**src/rtl/ram_burst_reader.sv**
```systemverilog
// ============================================================================
// ram_burst_reader
//
// Purpose:
//   Reads a burst of consecutive words from a synchronous single-port RAM and
//   presents them as a valid/ready stream. Reads are issued one per cycle
//   into a 2-stage in-flight pipe (address stage, RAM stage). They land in a
//   4-entry output FIFO. A read is only issued when the FIFO is sure to have
//   room for it, so back-pressure on the stream never drops data.
//
// Configuration:
//   RAM_BURST_READER_WRAP_EN
//     defined   : burst addresses wrap modulo DEPTH, every request accepted,
//                 err_o tied low.
//     undefined : a request whose range runs past the end of the RAM
//                 (base_addr_i + len_i > DEPTH) is rejected with an err_o
//                 pulse and no reads.
//
// Parameters:
//   WIDTH  data word width
//   DEPTH  number of RAM words; AW = $clog2(DEPTH)
//
// Ports:
//   clk_i        clock, all logic on rising edge
//   rst_ni       asynchronous active-low reset
//   start_i      burst request, only looked at while idle
//   base_addr_i  first RAM word of the burst (sampled with start_i)
//   len_i        beat count 0..DEPTH (sampled with start_i)
//   mem_addr_o   registered RAM read address
//   mem_wr_o     RAM write strobe, always 0
//   mem_dout_i   RAM read data, valid one edge after mem_addr_o
//   out_data_o   stream data (FIFO head, 0 when empty)
//   out_valid_o  stream valid
//   out_ready_i  stream ready
//   busy_o       high while a burst is running or draining
//   done_o       one-cycle pulse after the last beat of a burst transfers
//   err_o        one-cycle pulse on a rejected request
// ============================================================================
module ram_burst_reader #(
    parameter  int WIDTH = 8,
    parameter  int DEPTH = 8,
    localparam int AW    = $clog2(DEPTH)
) (
    input  logic             clk_i,
    input  logic             rst_ni,
    input  logic             start_i,
    input  logic [AW-1:0]    base_addr_i,
    input  logic [AW:0]      len_i,
    output logic [AW-1:0]    mem_addr_o,
    output logic             mem_wr_o,
    input  logic [WIDTH-1:0] mem_dout_i,
    output logic [WIDTH-1:0] out_data_o,
    output logic             out_valid_o,
    input  logic             out_ready_i,
    output logic             busy_o,
    output logic             done_o,
    output logic             err_o
);

    localparam int LW = AW + 1;

    typedef enum logic [1:0] {
        IDLE  = 2'd0,
        RUN   = 2'd1,
        DRAIN = 2'd2
    } state_e;

    state_e          state_q, state_d;
    logic [AW-1:0]   base_q;
    logic [LW-1:0]   len_q;
    logic [LW-1:0]   issued_q;
    logic [LW-1:0]   popped_q;
    logic [AW-1:0]   mem_addr_q, mem_addr_d;
    logic            addr_vld_q;
    logic            ram_vld_q;
    logic            done_q, done_d;

    logic [WIDTH-1:0] fifo_mem [4];
    logic [1:0]       wr_ptr_q;
    logic [1:0]       rd_ptr_q;
    logic [2:0]       count_q, count_d;

    logic            load;
    logic            issue;
    logic            push;
    logic            pop;
    logic            reject;
    logic [2:0]      in_flight;
    logic            credit_ok;

    // Next sequential RAM address. In wrap mode the last word is followed
    // by word 0 even when DEPTH is not a power of two.
    function automatic logic [AW-1:0] incr_addr(input logic [AW-1:0] a);
`ifdef RAM_BURST_READER_WRAP_EN
        if (a == AW'(DEPTH - 1)) begin
            return '0;
        end
        return a + AW'(1);
`else
        return a + AW'(1);
`endif
    endfunction

`ifdef RAM_BURST_READER_WRAP_EN
    assign reject = 1'b0;
    assign err_o  = 1'b0;
`else
    localparam int EW = AW + 2;

    logic [EW-1:0] req_end;
    logic          err_q;

    // One extra bit so base + len cannot overflow before the compare.
    assign req_end = EW'(base_addr_i) + EW'(len_i);
    assign reject  = (req_end > EW'(DEPTH));

    always_ff @(posedge clk_i or negedge rst_ni) begin
        if (!rst_ni) begin
            err_q <= 1'b0;
        end else begin
            err_q <= (state_q == IDLE) && start_i && (len_i != '0) && reject;
        end
    end

    assign err_o = err_q;
`endif

    // Reads in the pipe have already claimed a FIFO slot, so the credit
    // check counts them as if they were stored. Pops in the current cycle
    // are deliberately ignored: that keeps the check simple and still
    // allows one read per cycle in steady state (1 stored + 2 in flight).
    assign in_flight = {2'b00, addr_vld_q} + {2'b00, ram_vld_q};
    assign credit_ok = (count_q + in_flight) < 3'd4;

    assign out_valid_o = (count_q != 3'd0);
    assign pop         = out_valid_o && out_ready_i;
    assign push        = ram_vld_q;

    always_comb begin
        state_d    = state_q;
        load       = 1'b0;
        issue      = 1'b0;
        done_d     = 1'b0;
        mem_addr_d = mem_addr_q;

        unique case (state_q)
            IDLE: begin
                if (start_i) begin
                    if (len_i == '0) begin
                        done_d = 1'b1;
                    end else if (!reject) begin
                        load    = 1'b1;
                        state_d = RUN;
                    end
                end
            end
            RUN: begin
                if ((issued_q < len_q) && credit_ok) begin
                    issue = 1'b1;
                    if (issued_q + LW'(1) == len_q) begin
                        state_d = DRAIN;
                    end
                end
            end
            DRAIN: begin
                // The last read lands two cycles after it is issued, so
                // the final beat always leaves from this state.
                if (pop && (popped_q + LW'(1) == len_q)) begin
                    state_d = IDLE;
                    done_d  = 1'b1;
                end
            end
            default: begin
                state_d = IDLE;
            end
        endcase

        if (issue) begin
            mem_addr_d = (issued_q == '0) ? base_q : incr_addr(mem_addr_q);
        end
    end

    always_comb begin
        count_d = count_q;
        if (push && !pop) begin
            count_d = count_q + 3'd1;
        end else if (pop && !push) begin
            count_d = count_q - 3'd1;
        end
    end

    always_ff @(posedge clk_i or negedge rst_ni) begin
        if (!rst_ni) begin
            state_q    <= IDLE;
            base_q     <= '0;
            len_q      <= '0;
            issued_q   <= '0;
            popped_q   <= '0;
            mem_addr_q <= '0;
            addr_vld_q <= 1'b0;
            ram_vld_q  <= 1'b0;
            done_q     <= 1'b0;
            wr_ptr_q   <= '0;
            rd_ptr_q   <= '0;
            count_q    <= '0;
        end else begin
            state_q    <= state_d;
            done_q     <= done_d;
            mem_addr_q <= mem_addr_d;
            addr_vld_q <= issue;
            ram_vld_q  <= addr_vld_q;
            count_q    <= count_d;

            if (load) begin
                base_q   <= base_addr_i;
                len_q    <= len_i;
                issued_q <= '0;
                popped_q <= '0;
            end else begin
                if (issue) begin
                    issued_q <= issued_q + LW'(1);
                end
                if (pop) begin
                    popped_q <= popped_q + LW'(1);
                end
            end

            if (push) begin
                wr_ptr_q <= wr_ptr_q + 2'd1;
            end
            if (pop) begin
                rd_ptr_q <= rd_ptr_q + 2'd1;
            end
        end
    end

    // Storage only; occupancy lives in count_q, so no reset is needed here.
    always_ff @(posedge clk_i) begin
        if (push) begin
            fifo_mem[wr_ptr_q] <= mem_dout_i;
        end
    end

    assign out_data_o = out_valid_o ? fifo_mem[rd_ptr_q] : '0;
    assign mem_addr_o = mem_addr_q;
    assign mem_wr_o   = 1'b0;
    assign busy_o     = (state_q == RUN) || (state_q == DRAIN);
    assign done_o     = done_q;

    a_count_bound : assert property (@(posedge clk_i) disable iff (!rst_ni)
        count_q <= 3'd4);

    a_no_overflow : assert property (@(posedge clk_i) disable iff (!rst_ni)
        !(push && !pop && (count_q == 3'd4)));

    a_hold_stalled : assert property (@(posedge clk_i) disable iff (!rst_ni)
        (out_valid_o && !out_ready_i) |=> (out_valid_o && $stable(out_data_o)));

endmodule

```
**config.mk**
```make
export PLATFORM = sky130hd
export DESIGN_NAME = ram_burst_reader
export DESIGN_NICKNAME = d
export VERILOG_FILES = /design/src/rtl/ram_burst_reader.sv
export SDC_FILE = /design/constraint.sdc
export NUM_CORES = 1
export LEC_CHECK = 0
export BUFFER_PORTS_ARGS = -buffer_cell sky130_fd_sc_hd__buf_2
export CAP_MARGIN = 25
export CORE_UTILIZATION = 32
export DETAILED_ROUTE_END_ITERATION = 16
export GPL_TIMING_DRIVEN = 0
export PLACE_DENSITY = 0.48
export SYNTH_ARGS = -nofsm -noshare
export SYNTH_HDL_FRONTEND = slang
export SYNTH_SLANG_ARGS = --single-unit
```
**constraint.sdc**
```tcl
create_clock -name clk_i -period 2 [get_ports clk_i]
set_input_delay 0.4 -clock clk_i [delete_from_list [all_inputs] [get_ports clk_i]]
set_output_delay 0.4 -clock clk_i [all_outputs]
set_load 0.03 [all_outputs]
```
==> results of run 1 <==
worst paths after layout:
path                       cells after the start                        end  slack (ns)
hold / removal                                 1           done_o$_DFF_PN0_        0.12
setup reg to reg                               7  mem_addr_o[0]$_DFFE_PN0P_        0.13
setup / recovery                              11      base_q[2]$_DFFE_PN0P_       -0.09
max in group asynchronous                      1     count_q[2]$_DFFE_PN0P_        1.37
min in group clk_i                             1   fifo_mem[0][0]$_DFFE_PP_        0.26
hold reg to reg                                0             push$_DFF_PN0_        0.39
flip-flops by register name (all words and copies together) (netlist names):
register / flops
addr_vld_q: 1
base_q: 3
count_q: 3
done_o: 1
err_o: 1
fifo_mem: 32
issued_q: 4
len_q: 4
mem_addr_o: 3
popped_q: 4
push: 1
rd_ptr_q: 2
state_q: 2
wr_ptr_q: 2
area by class of cell:
type,instances,area (sq um)
well taps,129,161
clock inverters,7,72.6
repair buffers,43,284
multi-input cells,148,1400
inverters,19,73.8
plain buffers,4,42.5
fillers,915,5470
flip-flops and latches,63,1740
clock buffers,9,124
layer usage:
metal	global-route usage (%)	vias to the layer above	part of all wire, %
met5	0	-	0
met4	6.02	0	1.6
met3	3.54	7	2.6
met2	18.9	20	47
met1	16.6	895	49
li1	-	926	-
Yosys cell counts (all sizes together) (2+ instances only):
library cell  number
mux2i              3
a21oi              7
buf                4
mux4               8
o21ai              6
ha                20
inv               19
xnor2             13
edfxtp            32
a21o               2
fa                 2
and2               5
dfrtp             31
nor2              11
xor2              11
mux2               7
nand3              5
nand2             14
nor3               4
nor3b              5
nor2b             12
what timing repair did:
| action | 4_1_cts | 5_1_grt |
|---|---|---|
| pin swaps | 4 | 11 |
| buffers inserted | 4 | 6 |
| hold buffers | 0 | 0 |
| cloned | 0 | 0 |
| endpoints found under the setup margin | 15 | 28 |
| resized for setup | 16 | 27 |
through the flow:
step	total power, W	TNS, ns	hold WS [ns]	setup slack, ns
after detailed placement	0.00433	-5.33	0.372	-0.475
after floorplan	0.00378	-0.532	0.104	-0.180
after global placement	0.00431	-5.63	0.371	-0.494
final	0.00567	-0.558	0.115	-0.0872
after global routing	0.00610	-1.93	0.167	-0.145
after CTS	0.00560	-0.791	0.138	-0.0952
power by group:
part | total, W | switching [W] | internal (W)
Combinational | 0.00252 | 0.00131 | 0.00122
Clock | 0.00109 | 0.000517 | 0.000577
Sequential | 0.00206 | 0.000339 | 0.00172
Total | 0.00567 | 0.00216 | 0.00351
kinds of logic (layout without fill, tap and decap cells):
kind of cell	after synthesis	in the layout	synth area share, %
flops	63	63	55.5
simple gates	61	61	11.2
xor+xnor	24	24	6.72
buf+inv	24	82	3.32
fa+ha+maj	22	22	9.28
compound gates	22	22	4.44
mux	18	18	9.36
other cells	1	1	0.120
==> impl_metrics.ini, run 1 <==
[run_status]
outcome = finished, violations left
violations = negative setup slack

[sta]
tightest_slew_ns = 0.732
maxSlewViolCount = 0
slew_headroom_pct = 51.2
setup_ws_ns = -0.0872
hold_viol_final = 0
fin_skew_ns = 0.00974
fin_crit_ns = 2.09
max_freq_mhz = 479
setup_violations = 12
rsz0062_at_grt = yes
period_share_pct = 104

[global_route]
grt_pass1_vias = 1882
antenna_found_initial = 0
overflow = 0
grt_max_degree = 32
grt.total_usage_pct = 12.5
grt_pass1_wl_mm = 9.25

[drt]
post_drt_wl_per_cell_um = 13.4
drt-pass1-iter-count = 4
finalWirelength_mm = 5.64
via_per_inst = 4.38
first_iter_violations = 23
ant_nets = 0
route.vias.total = 1848
drc = 0

[setup_path]
crit_top_cell = buf_8
cp-start-kind = primary input
critPathMaxFanout = 3
cp.arrival_ns = 2.31
critPathMaxStageDelay_ns = 0.41
crit_start = len_i[0]
cp_slowest_cell = fa_2
crit_type = primary input to flop
r2r_start = count_q[0]$_DFFE_PN0P_
path_cells = buf_8 > ha_4 > inv_2 > fa_2 > xnor2_2 > nor3b_4 > o21ai_2 > a21oi_2 > and2_4 > buf_8 > mux2_4
path_buf_inv = 3
cp-end-kind = flop
critPathRequiredTime_ns = 2.23
critPathTopFamily = adder cells

[final_layout]
diodes = 0
finalInstanceArea_sq_um = 3900
area_growth_pct = 24.7
drive_gt1_share_pct = 37.9
final_common_cell = edfxtp_1
layout_common_cells = edfxtp_1 (32), dfrtp_1 (25), buf_2 (24)
final_cells = 422
finish.utilization_pct = 41.6
fin_nets = 329

[clocking]
insertion_delay_ns = 0.34
root_buffer = clkbuf_8
cts_tree = done
clockBufferDepth = 2
cts.clk_slew.worst_paths_ns = 0.07
cts_buffers = 9
cts.sinks = 63
h-tree-depth = 3

[placement]
placed_cells = 397
hpwl_mm = 3.90
place.gp.congestion = 0.734
port_buffers = 33
place_area_sq_um = 3480

[pwr]
power.leakage_nw = 1.63
p_per_area_nw_per_um2 = 1460
irDropWorstVdd_mv = 0.391

[synthesis]
yosys_warnings = 0
synth_edf_count = 32
avgSynthCellArea_sq_um = 13.3
synth_nets = 276
seq_area_frac_synth_pct = 55.5
synth_ff_type = edfxtp_1
synth_cells = 235
ys_async_sr_fraction_pct = 49.2
synth_largest_area_cell = edfxtp_1
yosysTopAreaCellShare_pct = 30.7
ys_ff_latch = 63
synth_cell_types = 47
synth_area_sq_um = 3130
yosys-top-cells-area = edfxtp_1 (31%), dfrtp_1 (25%), ha_1 (8.0%), mux4_2 (5.8%), xnor2_1 (3.6%)

[die]
num_rows = 35
fp.dieH_um = 101
start_util_pct = 33.4
pin_count = 35
coreArea_sq_um = 9370
dieArea_sq_um = 10200
die_w_um = 101

[job]
drv_cap = 0

[hold_path]
hold_path_class = primary input to async pin
Note: power is estimated with default switching activity, not from simulation.
==> run 2: changes to the inputs <==
CORE_MARGIN = 5   (was not set)
clock period = 1.7 ns   (was 2 ns; I/O delays follow)
==> impl_metrics.ini, run 2 (synthesis gave the netlist of run 1 again) <==
[global_route]
grt.total_usage_pct = 11.9
overflow = 0
grt_pass1_vias = 2076
antenna_found_initial = 0
grt_max_degree = 32
grt_pass1_wl_mm = 10.5

[sta]
tightest_slew_ns = 0.733
hold_viol_final = 0
fin_crit_ns = 2.00
setup_ws_ns = -0.301
rsz0062_at_grt = yes
slew_headroom_pct = 51.1
maxSlewViolCount = 0
totalNegativeSetupSlack_ns = -5.62
period_share_pct = 118
fin_skew_ns = 0.00875
max_freq_mhz = 500
setup_violations = 31
hold_ws_ns = 0.0509

[die]
pin_count = 35
coreArea_sq_um = 9640
start_util_pct = 32.4
num_rows = 36
die_w_um = 109
dieArea_sq_um = 11800
fp.dieH_um = 109

[setup_path]
critPathRequiredTime_ns = 1.36
r2r_start = count_q[2]$_DFFE_PN0P_
critPathMaxFanout = 9
cp.arrival_ns = 1.66
crit_type = flop to output port
cp-start-kind = flop
worstSetupEndpoint = out_data_o[0]
reg2reg_slack_ns = -0.19
crit_start = rd_ptr_q[0]$_DFFE_PN0P_
reg2reg_depth = 9
cp-end-kind = output port
r2r-end = count_q[2]$_DFFE_PN0P_

[run_status]
violations = negative setup slack
outcome = finished, violations left

[final_layout]
layout_common_cells = buf_4 (35), edfxtp_1 (32), dfrtp_1 (24)
regMostFlops = fifo_mem
final.fill_count = 902
drive_gt1_share_pct = 52.0
final_common_cell = buf_4
diodes = 0
largest_reg_flops = 32
area_growth_pct = 39.5
fin_nets = 355

[clocking]
cts.clk_slew.worst_paths_ns = 0.07
cts_tree = done
cts_hold_buffers = 0
insertion_delay_ns = 0.34
cts.sinks = 63
root_buffer = clkbuf_8
h-tree-depth = 3
cts_buffers = 9
clockBufferDepth = 2

[pwr]
power.leakage_nw = 1.82
clockPowerShare_pct = 19.1
irDropWorstVdd_mv = 0.499
p_per_area_nw_per_um2 = 1770
p_comb_share_pct = 50.0
seqPwrFrac_pct = 31.0
p_int_w = 0.00483
netSwitchingFraction_pct = 37.4
switchingPower_w = 0.00288

[placement]
place.gp.congestion = 0.767
port_buffers = 33
hpwl_mm = 4.12

[drt]
drt-pass1-iter-count = 4
wl_met1_mm = 2.99
post_drt_wl_per_cell_um = 14.3
via_per_inst = 4.51
route.vias.total = 2037
first_iter_violations = 49
met2_length_mm = 3.19
finalWirelength_mm = 6.47
top_layer = met4
drc = 0
wl_met3_um = 193
ant_nets = 0

[job]
drv_cap = 0

[hold_path]
hold_path_class = primary input to async pin
run 2: changes by cell type in the layout (fill, tap and decap cells not counted), sizes merged:
cell	change
buf	+26
clkinv	-1
inv	+1
clkinvlp	-1
bufinv	+1
run 2: cell type report:
type	instances	area (sq um)	share of cell area, %
repair buffers	69	528	12.1
well taps	133	166	3.82
multi-input cells	148	1570	36.1
clock buffers	9	124	2.84
plain buffers	4	47.5	1.09
clock inverters	7	104	2.38
inverters	19	73.8	1.69
flip-flops and latches	63	1750	40.0
run 2: critical path, stage by stage, from the launching register on:
cell and delay [ns]:
dfrtp_1 0.38, buf_12 0.15, mux4_2 0.48, nor2b_1 0.15, buf_4 0.16
run 2: stage by stage:
step / utilization [%] / area, sq um / total power [W] / setup WS [ns] / cells
2_1_floorplan: - / 3160 / 0.00446 / -0.420 / 235
3_3_place_gp: 36.3 / 3500 / 0.00510 / -0.721 / 401
3_5_place_dp: 36.3 / 3500 / 0.00514 / -0.741 / 401
4_1_cts: 43.9 / 4230 / 0.00755 / -0.337 / 444
5_1_grt: 45.2 / 4360 / 0.00824 / -0.381 / 452
6_report: 45.2 / 4360 / 0.00771 / -0.301 / 452
run 2: worst min path at each step:
stage	cells past startpoint	from	to	slack [ns]
final	1	rst_ni	err_o$_DFF_PN0_	0.05
after global routing	1	rst_ni	err_o$_DFF_PN0_	0.11
after CTS	1	rst_ni	rd_ptr_q[1]$_DFFE_PN0P_	0.06
after detailed placement	0	addr_vld_q$_DFF_PN0_	push$_DFF_PN0_	0.37
after global placement	0	addr_vld_q$_DFF_PN0_	push$_DFF_PN0_	0.37
after floorplan	0	rst_ni	addr_vld_q$_DFF_PN0_	0.04
run 2: timing repair:
| item | in CTS | in global routing |
|---|---|---|
| cloned | 1 | 0 |
| pin swaps | 22 | 10 |
| gates resized for setup | 76 | 17 |
| buffers inserted | 30 | 9 |
| setup endpoints to repair | 33 | 31 |
run 2: power by group through the flow:
| stage | Combinational, W | Sequential [W] | Clock, W |
|---|---|---|---|
| 2_1_floorplan | 0.00208 | 0.00238 | 0 |
| 3_3_place_gp | 0.00270 | 0.00239 | 0 |
| 3_5_place_dp | 0.00274 | 0.00240 | 0 |
| 4_1_cts | 0.00362 | 0.00240 | 0.00152 |
| 5_1_grt | 0.00421 | 0.00245 | 0.00158 |
| 6_report | 0.00385 | 0.00239 | 0.00147 |
run 2: layer usage:
layer,vias to the layer above,GRT usage [%]
met5,-,0
met1,1025,15.6
met3,7,2.84
li1,984,-
met4,0,4.87
met2,21,18.8
